### config.mk
export PLATFORM = sky130hd
export DESIGN_NAME = instr_sequencer
export DESIGN_NICKNAME = d
export VERILOG_FILES = /design/src/rtl/instr_sequencer.sv
export SDC_FILE = /design/constraint.sdc
export NUM_CORES = 1
export LEC_CHECK = 0
export BUFFER_PORTS_ARGS = -buffer_cell sky130_fd_sc_hd__clkbuf_2
export CAP_MARGIN = 15
export CORE_AREA = 2 2 63 65
export CTS_CLUSTER_SIZE = 40
export DETAILED_ROUTE_END_ITERATION = 12
export DIE_AREA = 0 0 65 67
export PLACE_DENSITY = 0.71
export RECOVER_POWER = 50
export SYNTH_ARGS = -nofsm -noshare
export SYNTH_HDL_FRONTEND = slang
export SYNTH_SLANG_ARGS = --single-unit
### constraint.sdc
create_clock -name clk -period 3 [get_ports clk]
set_clock_uncertainty 0.1 [all_clocks]
set_input_delay 0.3 -clock clk [delete_from_list [all_inputs] [get_ports clk]]
set_output_delay 0.3 -clock clk [all_outputs]
set_load 0.01 [all_outputs]
### src/rtl/instr_sequencer.sv
// instr_sequencer: fetch/execute controller for the 16-bit processor.
// Owns the program counter, addresses the combinational instruction ROM,
// latches each word into the instruction register and hands it to the
// datapath until the datapath reports completion.
//
// Handshake: while ir_valid=1 the word in ir is stable and awaiting
// execution; the datapath completes it by holding ex_done=1 at a rising edge,
// which is the only edge at which branch_en/branch_target are sampled.
// ex_done, branch_en and branch_target are ignored whenever ir_valid=0.
module instr_sequencer #(
    parameter int         ADDR_W  = 3,
    parameter int         INSTR_W = 16,
    parameter logic [3:0] HALT_OP = 4'h0,
    parameter bit         WRAP_EN = 1'b1,
    parameter int         CNT_W   = 8
) (
    input  logic               clk,
    input  logic               rst,
    input  logic               start,
    output logic [ADDR_W-1:0]  rom_addr,
    input  logic [INSTR_W-1:0] rom_data,
    output logic [INSTR_W-1:0] ir,
    output logic               ir_valid,
    input  logic               ex_done,
    input  logic               branch_en,
    input  logic [ADDR_W-1:0]  branch_target,
    output logic [ADDR_W-1:0]  pc,
    output logic               busy,
    output logic               halted,
    output logic [CNT_W-1:0]   retired,
    output logic [1:0]         state_dbg
);

    typedef enum logic [1:0] {
        S_IDLE  = 2'd0,
        S_FETCH = 2'd1,
        S_EXEC  = 2'd2,
        S_HALT  = 2'd3
    } state_t;

    localparam logic [ADDR_W-1:0] LAST_ADDR = '1;

    state_t             r_state;
    logic [ADDR_W-1:0]  r_pc;
    logic [INSTR_W-1:0] r_ir;
    logic [CNT_W-1:0]   r_retired;
    logic               r_ir_valid;
    logic               r_busy;
    logic               r_halted;

    logic [3:0]         w_opcode;
    logic [ADDR_W-1:0]  w_pc_inc;
    logic [CNT_W-1:0]   w_retired_inc;
    logic               w_end_halt;

    // Opcode of the word currently on the ROM bus, next sequential pc,
    // saturating retire count and the no-wrap end-of-program condition.
    assign w_opcode      = rom_data[INSTR_W-1 -: 4];
    assign w_pc_inc      = r_pc + ADDR_W'(1);
    assign w_retired_inc = (r_retired == '1) ? r_retired : r_retired + CNT_W'(1);
    assign w_end_halt    = !WRAP_EN && (r_pc == LAST_ADDR) && !branch_en;

    // Sequencer FSM; status flags are registered alongside the state.
    always_ff @(posedge clk) begin
        if (rst) begin
            r_state    <= S_IDLE;
            r_pc       <= '0;
            r_ir       <= '0;
            r_retired  <= '0;
            r_ir_valid <= 1'b0;
            r_busy     <= 1'b0;
            r_halted   <= 1'b0;
        end else begin
            case (r_state)
                S_IDLE, S_HALT: begin
                    if (start) begin
                        r_state    <= S_FETCH;
                        r_pc       <= '0;
                        r_retired  <= '0;
                        r_busy     <= 1'b1;
                        r_halted   <= 1'b0;
                        r_ir_valid <= 1'b0;
                    end
                end
                S_FETCH: begin
                    r_ir <= rom_data;
                    if (w_opcode == HALT_OP) begin
                        // Halt word is latched but never executed or counted.
                        r_state  <= S_HALT;
                        r_busy   <= 1'b0;
                        r_halted <= 1'b1;
                    end else begin
                        r_state    <= S_EXEC;
                        r_ir_valid <= 1'b1;
                    end
                end
                S_EXEC: begin
                    if (ex_done) begin
                        r_retired  <= w_retired_inc;
                        r_ir_valid <= 1'b0;
                        if (w_end_halt) begin
                            // Ran off the end without wrap: pc stays on last address.
                            r_state  <= S_HALT;
                            r_busy   <= 1'b0;
                            r_halted <= 1'b1;
                        end else begin
                            r_state <= S_FETCH;
                            r_pc    <= branch_en ? branch_target : w_pc_inc;
                        end
                    end
                end
                default: begin
                    r_state    <= S_IDLE;
                    r_ir_valid <= 1'b0;
                    r_busy     <= 1'b0;
                    r_halted   <= 1'b0;
                end
            endcase
        end
    end

    // The ROM sees the pc directly so fetch needs no extra cycle.
    assign rom_addr  = r_pc;
    assign pc        = r_pc;
    assign ir        = r_ir;
    assign ir_valid  = r_ir_valid;
    assign busy      = r_busy;
    assign halted    = r_halted;
    assign retired   = r_retired;
    assign state_dbg = r_state;

endmodule
Word level (Yosys, flattened, before mapping)
Cells that the tools add are included.
{"block": "op_classes", "add_sub_neg": 2, "n_bitwise": 1, "n_eq_ne": 9, "n_reduce_logical": 9, "muxes": 21}
{"op": "two-way mux 8 bit", "count": 3}
{"op": "case mux 8 bit (2 select lines)", "count": 1}
{"op": "!= test 2 bit (second input constant)", "count": 5}
{"op": "two-way mux 3 bit", "count": 3}
{"op": "AND reduction 3 bit", "count": 3}
{"op": "adder 8 x 1 -> 8 bit (second input constant)", "count": 1}
{"op": "equality test 8 bit (second input constant)", "count": 1}
{"op": "two-way mux 1 bit", "count": 7}
{"op": "case mux 2 bit (3 select lines)", "count": 1}
{"op": "case mux 3 bit (2 select lines)", "count": 1}
{"op": "equality test 2 bit (second input constant)", "count": 2}
{"op": "zero test 4 bit", "count": 1}
{"op": "two-way mux 2 bit", "count": 2}
{"op": "case mux 1 bit (2 select lines)", "count": 2}
{"op": "AND reduction 4 bit", "count": 1}
{"op": "adder 3 x 1 -> 3 bit (second input constant)", "count": 1}
{"op": "case mux 1 bit (3 select lines)", "count": 1}
{"op": "equality test 2 x 1 -> 1 bit (second input constant)", "count": 1}
{"op": "zero test 2 bit", "count": 1}
{"op": "AND reduction 2 bit", "count": 1}
{"op": "nonzero test 2 bit", "count": 1}
{"op": "OR reduction 2 bit", "count": 1}
{"op": "NOT 1 bit", "count": 1}
{"block": "totals", "word_cells": 49, "register_bits": 32}

Logic depth before layout (Yosys ltp)
Gate-level depths: netlist of run 1.
{"block": "depth", "word_depth": 4, "mapped_depth": 7, "mapped_depth_nobuf": 6}

Worst setup path before layout of run 1
No wires, ideal clock.
{"block": "synth_timing", "path_kind": "reg2reg", "start": "reg r_state[0], in the netlist state_dbg[0]", "end": "reg r_retired[5], in the netlist retired[5]", "t_required_ns": 2.830, "slack_ns": 1.187, "period_less_slack_ns": 1.813, "path_stages_with_launch": 7, "arrival_time_ns": 1.642, "path_cell_list": "dfxtp_1 > inv_1 > ha_1 > nand2b_2 > nand3_1 > or4_1 > a21oi_1"}
{"block": "synth_via", "elab_chain_len": 4}
{"item": "start, declared", "line": "43", "rtl": "state_t r_state;"}
{"item": "start signal, assigned", "line": "66", "rtl": "r_state <= S_IDLE;"}
{"item": "start signal, assigned", "line": "77", "rtl": "r_state <= S_FETCH;"}
{"item": "start signal, assigned", "line": "89", "rtl": "r_state <= S_HALT;"}
{"item": "equality test 2 bit / zero test 2 bit (equally long branches)", "line": "74", "rtl": "case (r_state)"}
{"item": "OR reduction 2 bit", "line": "74"}
{"item": "!= test 2 bit (no line) / nonzero test 2 bit (equally long branches)"}
{"item": "AND reduction 4 bit (no line)"}
{"item": "end signal, assigned", "line": "99", "rtl": "r_retired <= w_retired_inc;"}
{"item": "end, declared", "line": "46", "rtl": "logic [CNT_W-1:0] r_retired;"}
Parallel ways exist; a longest one is shown, timed or not.
A chain may end at the register's enable or synchronous reset.

Worst setup path in the final report of run 1
{"block": "layout_timing", "start": "reg r_state[1], in the netlist state_dbg[1]", "end": "reg r_retired[2], in the netlist retired[2]"}
Same word-level chain as after synthesis.

==> metrics.txt, run 1 <==
# TYPE chip_impl_metric gauge
chip_impl_metric{name="initialDrtViolationCount",unit=""} 49
chip_impl_metric{name="clock_tree_sinks",unit=""} 32
chip_impl_metric{name="mappedNetlistNets",unit=""} 185
chip_impl_info{name="worstSetupEndpointType",value="register"} 1
chip_impl_metric{name="finalMaxSlewViolations",unit=""} 0
chip_impl_metric{name="postCtsHoldBufs",unit=""} 0
chip_impl_metric{name="final.min_clock_period",unit="ns"} 2.15
chip_impl_metric{name="numCtsBuffers",unit=""} 5
chip_impl_metric{name="first_global_vias",unit=""} 1179
chip_impl_metric{name="syn_inst",unit=""} 157
chip_impl_metric{name="route.detailed.vias_per_inst",unit=""} 5.02
chip_impl_metric{name="synth_seq_cells",unit=""} 32
chip_impl_metric{name="syn_avg_cell_area",unit="µm²"} 9.08
chip_impl_metric{name="gpl.final_weighted_congestion",unit=""} 0.897
chip_impl_metric{name="ctsHtreeMaxLevel",unit=""} 2
chip_impl_info{name="regToRegStartpoint",value="state_dbg[1]"} 1
chip_impl_metric{name="starting_density_of_the_core",unit="%"} 39.5
chip_impl_info{name="grt_setup_unrepaired",value="false"} 1
chip_impl_info{name="cp_slowest_cell",value="ha_1"} 1
chip_impl_metric{name="post_cts.resized_instances",unit=""} 0
chip_impl_info{name="tritoncts",value="done"} 1
chip_impl_metric{name="synth_sequential_area_ratio",unit="%"} 45.0
chip_impl_metric{name="max-vdd-ir-drop",unit="mV"} 0.313
chip_impl_metric{name="hold-path-cell-count",unit=""} 3
chip_impl_info{name="outcome",value="complete, no violations"} 1
chip_impl_metric{name="setup_total_negative_slack",unit="ns"} 0
chip_impl_metric{name="worst-r2r-cell-count",unit=""} 6
chip_impl_metric{name="holdWs",unit="ns"} 0.150
chip_impl_metric{name="drv.max_cap_violation_count",unit=""} 0
chip_impl_info{name="timing.hold.worst_endpoint",value="ir[5]"} 1
chip_impl_metric{name="dieHeight",unit="µm"} 67
chip_impl_metric{name="mappedNetlistArea",unit="µm²"} 1430
chip_impl_metric{name="worst-path-stages",unit=""} 6
chip_impl_metric{name="synth_async_sr_flop_share",unit="%"} 0
chip_impl_metric{name="fp-row-count",unit=""} 22
chip_impl_metric{name="post_cts_buffers",unit=""} 0
chip_impl_metric{name="finalSetupViolations",unit=""} 0
chip_impl_metric{name="nFillCells",unit=""} 388
chip_impl_metric{name="layout.nets",unit=""} 242
chip_impl_metric{name="grt_antenna_before_repair",unit=""} 0
chip_impl_metric{name="areaGrowthSynthToFinish",unit="%"} 26.5
chip_impl_metric{name="synth_warnings",unit=""} 0
chip_impl_metric{name="cp.buffers_inverters",unit=""} 1
chip_impl_metric{name="share_of_cells_above_drive_strength_1",unit="%"} 18.6
chip_impl_metric{name="clockBufferDepth",unit=""} 2
chip_impl_info{name="root_buffer",value="clkbuf_8"} 1
chip_impl_metric{name="timing.fmax",unit="GHz"} 0.465
chip_impl_metric{name="drtAntennaViolNets",unit=""} 0
chip_impl_info{name="critPathLaunchType",value="register"} 1
chip_impl_metric{name="timing_worst_slew_pin_value",unit="ns"} 0.665
chip_impl_metric{name="cp_slowest_stage_delay",unit="ns"} 0.46
chip_impl_metric{name="dieWidth",unit="µm"} 65
chip_impl_info{name="crit_path_cell_trace",value="ha_1 > nand2_1 > nor3_1 > buf_4 > nor2_1 > a311oi_1"} 1
chip_impl_metric{name="design.die.area",unit="µm²"} 4360
chip_impl_info{name="family_of_cells_with_the_greatest_summed_delay_on_the_critical_path",value="simple AND/OR/NAND/NOR gates"} 1
chip_impl_metric{name="final_min_period_over_clock_period",unit="%"} 71.7
chip_impl_metric{name="post-place-cells",unit=""} 255
chip_impl_metric{name="hold_viol",unit=""} 0
chip_impl_metric{name="coreArea",unit="µm²"} 3610
chip_impl_info{name="critical_path.reg2reg.endpoint",value="retired[2]"} 1
chip_impl_metric{name="slew_headroom",unit="%"} 55.6
chip_impl_metric{name="leak",unit="nW"} 0.707
chip_impl_info{name="criticalPathCategory",value="reg -> reg"} 1
chip_impl_metric{name="pin_count",unit=""} 59
chip_impl_metric{name="detailed_place_hpwl",unit="mm"} 2.28
chip_impl_metric{name="power.density",unit="nW/µm²"} 646
chip_impl_metric{name="worst-path-max-fanout",unit=""} 15
chip_impl_metric{name="reg2reg_slack",unit="ns"} 0.85
chip_impl_metric{name="synth_cell_types",unit=""} 37
chip_impl_metric{name="post-route-drc-count",unit=""} 0
chip_impl_metric{name="drt_pre_antenna_iters",unit=""} 4
chip_impl_metric{name="wire_length_of_the_first_global_routing_pass",unit="mm"} 5.27
chip_impl_metric{name="worstPathRequired",unit="ns"} 3.09
chip_impl_metric{name="final-instance-count-excl-fill",unit=""} 263
chip_impl_metric{name="cp_data_arrival_time",unit="ns"} 2.24
chip_impl_info{name="hp-class",value="in -> reg"} 1
chip_impl_metric{name="io_buffer_count",unit=""} 58
chip_impl_info{name="synth-main-ff-cell",value="dfxtp_1"} 1
chip_impl_metric{name="synth_enable_flop_cells",unit=""} 0
chip_impl_metric{name="clk_latency",unit="ns"} 0.28
chip_impl_info{name="timing.hold.worst.start",value="rom_data[5]"} 1
chip_impl_metric{name="overflow",unit=""} 0
chip_impl_metric{name="cts.reportedPaths.clkPinSlew",unit="ns"} 0.07
chip_impl_metric{name="detail_route.wl_per_cell",unit="µm"} 12.2
chip_impl_metric{name="routed_wirelength",unit="mm"} 3.21
chip_impl_metric{name="grt_use_total",unit="%"} 16.1
chip_impl_metric{name="detailroute.via_count",unit=""} 1320
chip_impl_metric{name="grt_start_max_net_pins",unit=""} 33
chip_impl_metric{name="antennaDiodeCount",unit=""} 0
[where the power goes]
| part | switching [W] | leakage [nW] | total, W | internal (W) |
|---|---|---|---|---|
| Sequential | 0.0000229 | 0.261 | 0.000489 | 0.000467 |
| Combinational | 0.000163 | 0.391 | 0.000273 | 0.000110 |
| Clock | 0.000157 | 0.0552 | 0.000403 | 0.000246 |
[stage by stage]
step | util [%] | area, µm² | setup slack (ns) | total power (W)
floorplan | - | 1430 | 1.19 | 0.000692
CTS | 51.1 | 1840 | 0.877 | 0.00119
finish | 50.0 | 1800 | 0.849 | 0.00117
global route | 50.0 | 1800 | 0.604 | 0.00124
global placement | 48.2 | 1740 | 1.01 | 0.000782
detailed placement | 48.2 | 1740 | 0.895 | 0.000785
[metal layers]
layer / track usage [%] / up-vias / part of all wire [%] / wire length (µm)
li1: - / 675 / - / -
met1: 21.2 / 587 / 48 / 1550
met2: 22.3 / 53 / 40 / 1280
met3: 6.93 / 5 / 9.9 / 319
met4: 7.98 / 0 / 1.8 / 59
met5: 0 / - / 0 / 0
[worst max path at each step]
stage	to	slack (ns)	from
after floorplan	retired[5]	1.19	state_dbg[0]
after global placement	retired[2]	1.01	state_dbg[0]
after detailed placement	retired[2]	0.89	state_dbg[1]
after CTS	retired[2]	0.88	state_dbg[0]
after global routing	retired[2]	0.60	state_dbg[0]
final	retired[2]	0.85	state_dbg[1]
[Yosys cell counts (2+ instances only)]
| library cell | n | share of area (%) |
|---|---|---|
| or4_1 | 2 | 1.1 |
| buf_4 | 3 | 1.6 |
| a21oi_1 | 10 | 3.5 |
| nand3_1 | 8 | 2.8 |
| nor4_1 | 2 | 0.88 |
| nand2b_1 | 4 | 1.8 |
| nand2_1 | 7 | 1.8 |
| mux2i_1 | 16 | 11 |
| dfxtp_1 | 32 | 45 |
| ha_1 | 4 | 3.5 |
| a31oi_1 | 2 | 0.88 |
| buf_2 | 4 | 1.4 |
| clkbuf_1 | 3 | 0.79 |
| inv_1 | 4 | 1.1 |
| a311oi_1 | 2 | 1.2 |
| or3_1 | 2 | 0.88 |
| nor3_1 | 5 | 1.8 |
| o21ai_0 | 7 | 2.5 |
| o31ai_1 | 2 | 1.1 |
| nor2_1 | 21 | 5.5 |
[flip-flops by register name (all words and copies together), names as in the netlist]
register / count
busy: 1
halted: 1
ir: 16
ir_valid: 1
pc: 3
retired: 8
state_dbg: 2
[placed cells by master (no fill, tap or decap), drive strengths merged, types with 4 or more instances in the layout]
cell	instances
clkbuf	64
dfxtp	32
nor2	22
mux2i	16
a21oi	10
nand3	9
nand2	7
o21ai	7
nor3	5
nand2b	5
inv	4
ha	4
[cells by family (layout without fill, tap and decap cells)]
logic type,count (synthesis),after routing,synth area share (%)
compound gates,31,31,14.0
fa+ha+maj,4,4,3.51
buf+inv,14,72,4.83
flops,32,32,45.0
mux,17,17,12.0
simple gates,59,59,20.7
[cell type report]
type                       instances  area (µm²)  area share [%]
tap                               48        60.1            3.33
inverter                           4        15.0           0.833
clock buffer                       6        72.6            4.02
timing repair buffer              60         264            14.6
multi-input combinational        111         716            39.7
clock inverter                     2        35.0            1.94
sequential                        32         641            35.5
[tightest hold or removal path: stages]
cell and delay, ns:
clkbuf_2 0.07, mux2i_1 0.05, nor2_1 0.07
Note: power is estimated with default switching activity, not from simulation.
==> run 2, diff against run 1 <==
==> constraint.sdc (replaced) <==
create_clock -name clk -period 2.3 [get_ports clk]
set_clock_uncertainty 0.1 [all_clocks]
set_input_delay 0.23 -clock clk [delete_from_list [all_inputs] [get_ports clk]]
set_output_delay 0.23 -clock clk [all_outputs]
set_load 0.01 [all_outputs]
==> metrics.txt, run 2 (synthesis results as in run 1) <==
# TYPE chip_impl_metric gauge
chip_impl_info{name="outcome",value="complete, no violations"} 1
chip_impl_metric{name="p_int",unit="W"} 0.00102
chip_impl_metric{name="cp_data_arrival_time",unit="ns"} 2.04
chip_impl_metric{name="final-instance-count-excl-fill",unit=""} 263
chip_impl_metric{name="slew_headroom",unit="%"} 55.8
chip_impl_metric{name="power.density",unit="nW/µm²"} 808
chip_impl_metric{name="final_min_period_over_clock_period",unit="%"} 84.2
chip_impl_metric{name="post_cts_buffers",unit=""} 0
chip_impl_metric{name="leak",unit="nW"} 0.708
chip_impl_metric{name="netSwitchingFraction",unit="%"} 29.7
chip_impl_metric{name="io_buffer_count",unit=""} 58
chip_impl_metric{name="areaGrowthSynthToFinish",unit="%"} 26.3
chip_impl_metric{name="postCtsHoldBufs",unit=""} 0
chip_impl_metric{name="dieWidth",unit="µm"} 65
chip_impl_info{name="hp-class",value="in -> reg"} 1
chip_impl_info{name="root_buffer",value="clkbuf_8"} 1
chip_impl_info{name="critPathLaunchType",value="register"} 1
chip_impl_metric{name="ctsHtreeMaxLevel",unit=""} 2
chip_impl_metric{name="drt_pre_antenna_iters",unit=""} 4
chip_impl_metric{name="detailroute.via_count",unit=""} 1337
chip_impl_metric{name="finalMaxSlewViolations",unit=""} 0
chip_impl_metric{name="setup_slack",unit="ns"} 0.362
chip_impl_metric{name="switching_power_total",unit="W"} 0.000431
chip_impl_metric{name="post-route-drc-count",unit=""} 0
chip_impl_metric{name="clk_latency",unit="ns"} 0.28
chip_impl_info{name="worstSetupEndpointType",value="register"} 1
chip_impl_metric{name="dieHeight",unit="µm"} 67
chip_impl_info{name="final_common_cell",value="clkbuf_1"} 1
chip_impl_info{name="cp_slowest_cell",value="or4_1"} 1
chip_impl_metric{name="worstPathRequired",unit="ns"} 2.40
chip_impl_metric{name="cp.buffers_inverters",unit=""} 1
chip_impl_metric{name="cts.reportedPaths.clkPinSlew",unit="ns"} 0.06
chip_impl_metric{name="grt_use_total",unit="%"} 15.7
chip_impl_metric{name="setup_total_negative_slack",unit="ns"} 0
chip_impl_metric{name="finalSetupViolations",unit=""} 0
chip_impl_metric{name="timing.fmax",unit="GHz"} 0.516
chip_impl_metric{name="overflow",unit=""} 0
chip_impl_metric{name="grt_antenna_before_repair",unit=""} 0
chip_impl_metric{name="post-place-cells",unit=""} 256
chip_impl_metric{name="seqPwrFrac",unit="%"} 44.0
chip_impl_metric{name="clockBufferDepth",unit=""} 2
chip_impl_metric{name="post_cts.resized_instances",unit=""} 0
chip_impl_info{name="grt_setup_unrepaired",value="false"} 1
chip_impl_metric{name="comb_power_share",unit="%"} 24.8
chip_impl_metric{name="share_of_cells_above_drive_strength_1",unit="%"} 19.1
chip_impl_info{name="family_of_cells_with_the_greatest_summed_delay_on_the_critical_path",value="simple AND/OR/NAND/NOR gates"} 1
chip_impl_metric{name="gpl.final_weighted_congestion",unit=""} 0.913
chip_impl_metric{name="fp-row-count",unit=""} 22
chip_impl_metric{name="grt_start_max_net_pins",unit=""} 33
chip_impl_metric{name="initialDrtViolationCount",unit=""} 52
chip_impl_metric{name="pin_count",unit=""} 59
chip_impl_metric{name="routed_wirelength",unit="mm"} 3.18
chip_impl_metric{name="clkPwrFrac",unit="%"} 31.2
chip_impl_metric{name="worst-path-max-fanout",unit=""} 7
chip_impl_metric{name="final_core_util",unit="%"} 49.9
chip_impl_metric{name="coreArea",unit="µm²"} 3610
chip_impl_metric{name="antennaDiodeCount",unit=""} 0
chip_impl_metric{name="numCtsBuffers",unit=""} 5
chip_impl_metric{name="drtAntennaViolNets",unit=""} 0
chip_impl_metric{name="timing_worst_slew_pin_value",unit="ns"} 0.660
chip_impl_metric{name="clock_tree_sinks",unit=""} 32
chip_impl_metric{name="cp_slowest_stage_delay",unit="ns"} 0.54
chip_impl_metric{name="drv.max_cap_violation_count",unit=""} 0
chip_impl_info{name="tritoncts",value="done"} 1
chip_impl_metric{name="first_global_vias",unit=""} 1172
chip_impl_metric{name="wire_length_of_the_first_global_routing_pass",unit="mm"} 5.20
chip_impl_metric{name="detailed_place_hpwl",unit="mm"} 2.36
chip_impl_metric{name="max-vdd-ir-drop",unit="mV"} 0.414
chip_impl_metric{name="starting_density_of_the_core",unit="%"} 39.5
chip_impl_metric{name="final.min_clock_period",unit="ns"} 1.94
chip_impl_info{name="final_cell_mix",value="clkbuf_1, dfxtp_1, clkbuf_2"} 1
chip_impl_info{name="criticalPathCategory",value="reg -> reg"} 1
chip_impl_metric{name="detail_route.wl_per_cell",unit="µm"} 12.1
chip_impl_metric{name="preCtsSetupSlack",unit="ns"} 0.359
chip_impl_metric{name="hold_viol",unit=""} 0
chip_impl_metric{name="route.detailed.vias_per_inst",unit=""} 5.08
chip_impl_metric{name="design.die.area",unit="µm²"} 4360
chip_impl_info{name="crit_path_cell_trace",value="inv_1 > ha_1 > nand2b_2 > nand3_1 > or4_1 > a21oi_1"} 1
chip_impl_metric{name="number_of_flip_flops_under_the_largest_register_name",unit=""} 16
chip_impl_metric{name="layout.nets",unit=""} 243
==> run 2: cell types whose count changed in the layout (fill, tap and decap cells not counted), sizes merged <==
| cell | before | now |
|---|---|---|
| clkinv | 1 | 0 |
| buf | 2 | 3 |
| clkbuf | 64 | 65 |
| bufinv | 1 | 0 |
==> run 2: power groups by stage <==
stage | Sequential (W) | Clock [W] | Combinational [W]
floorplan | 0.000674 | 0 | 0.000228
global placement | 0.000651 | 0 | 0.000376
detailed placement | 0.000651 | 0 | 0.000378
CTS | 0.000641 | 0.000471 | 0.000379
global route | 0.000646 | 0.000496 | 0.000408
finish | 0.000640 | 0.000453 | 0.000361
==> run 2: layout make-up <==
class	instances	area [µm²]
Inverter	4	15.0
Multi-Input combinational cell	111	716
Sequential cell	32	641
Fill cell	385	1810
Clock buffer	7	96.3
Tap cell	48	60.1
Timing Repair Buffer	61	272
==> run 2: per-stage QoR <==
stage	cell area, µm²	total power (W)	hold WS (ns)
2_1_floorplan	1430	0.000903	0.209
3_3_place_gp	1740	0.00103	0.362
3_5_place_dp	1740	0.00103	0.375
4_1_cts	1840	0.00149	0.0793
5_1_grt	1800	0.00155	0.0881
6_report	1800	0.00145	0.0864
==> run 2: worst paths after layout <==
path         slack (ns)          from         end  depth (start not counted)
max                0.36  state_dbg[0]  retired[3]                          6
min                0.09   rom_data[4]       ir[4]                          3
max reg2reg        0.36  state_dbg[0]  retired[3]                          6
min reg2reg        0.40         ir[1]       ir[1]                          2
==> run 2: routing by layer <==
metal | global-route usage [%] | up-vias | part of all wire [%]
li1 | - | 675 | -
met1 | 20.2 | 605 | 47
met2 | 23.7 | 54 | 43
met3 | 6.59 | 3 | 8.5
met4 | 4.79 | 0 | 1.0
met5 | 0 | - | 0
==> run 2: worst reg2reg max path: stages, from the launching register on <==
cell and delay, ns:
dfxtp_1 0.35, inv_1 0.07, ha_1 0.34, nand2b_2 0.15
nand3_1 0.16, or4_1 0.54, a21oi_1 0.16
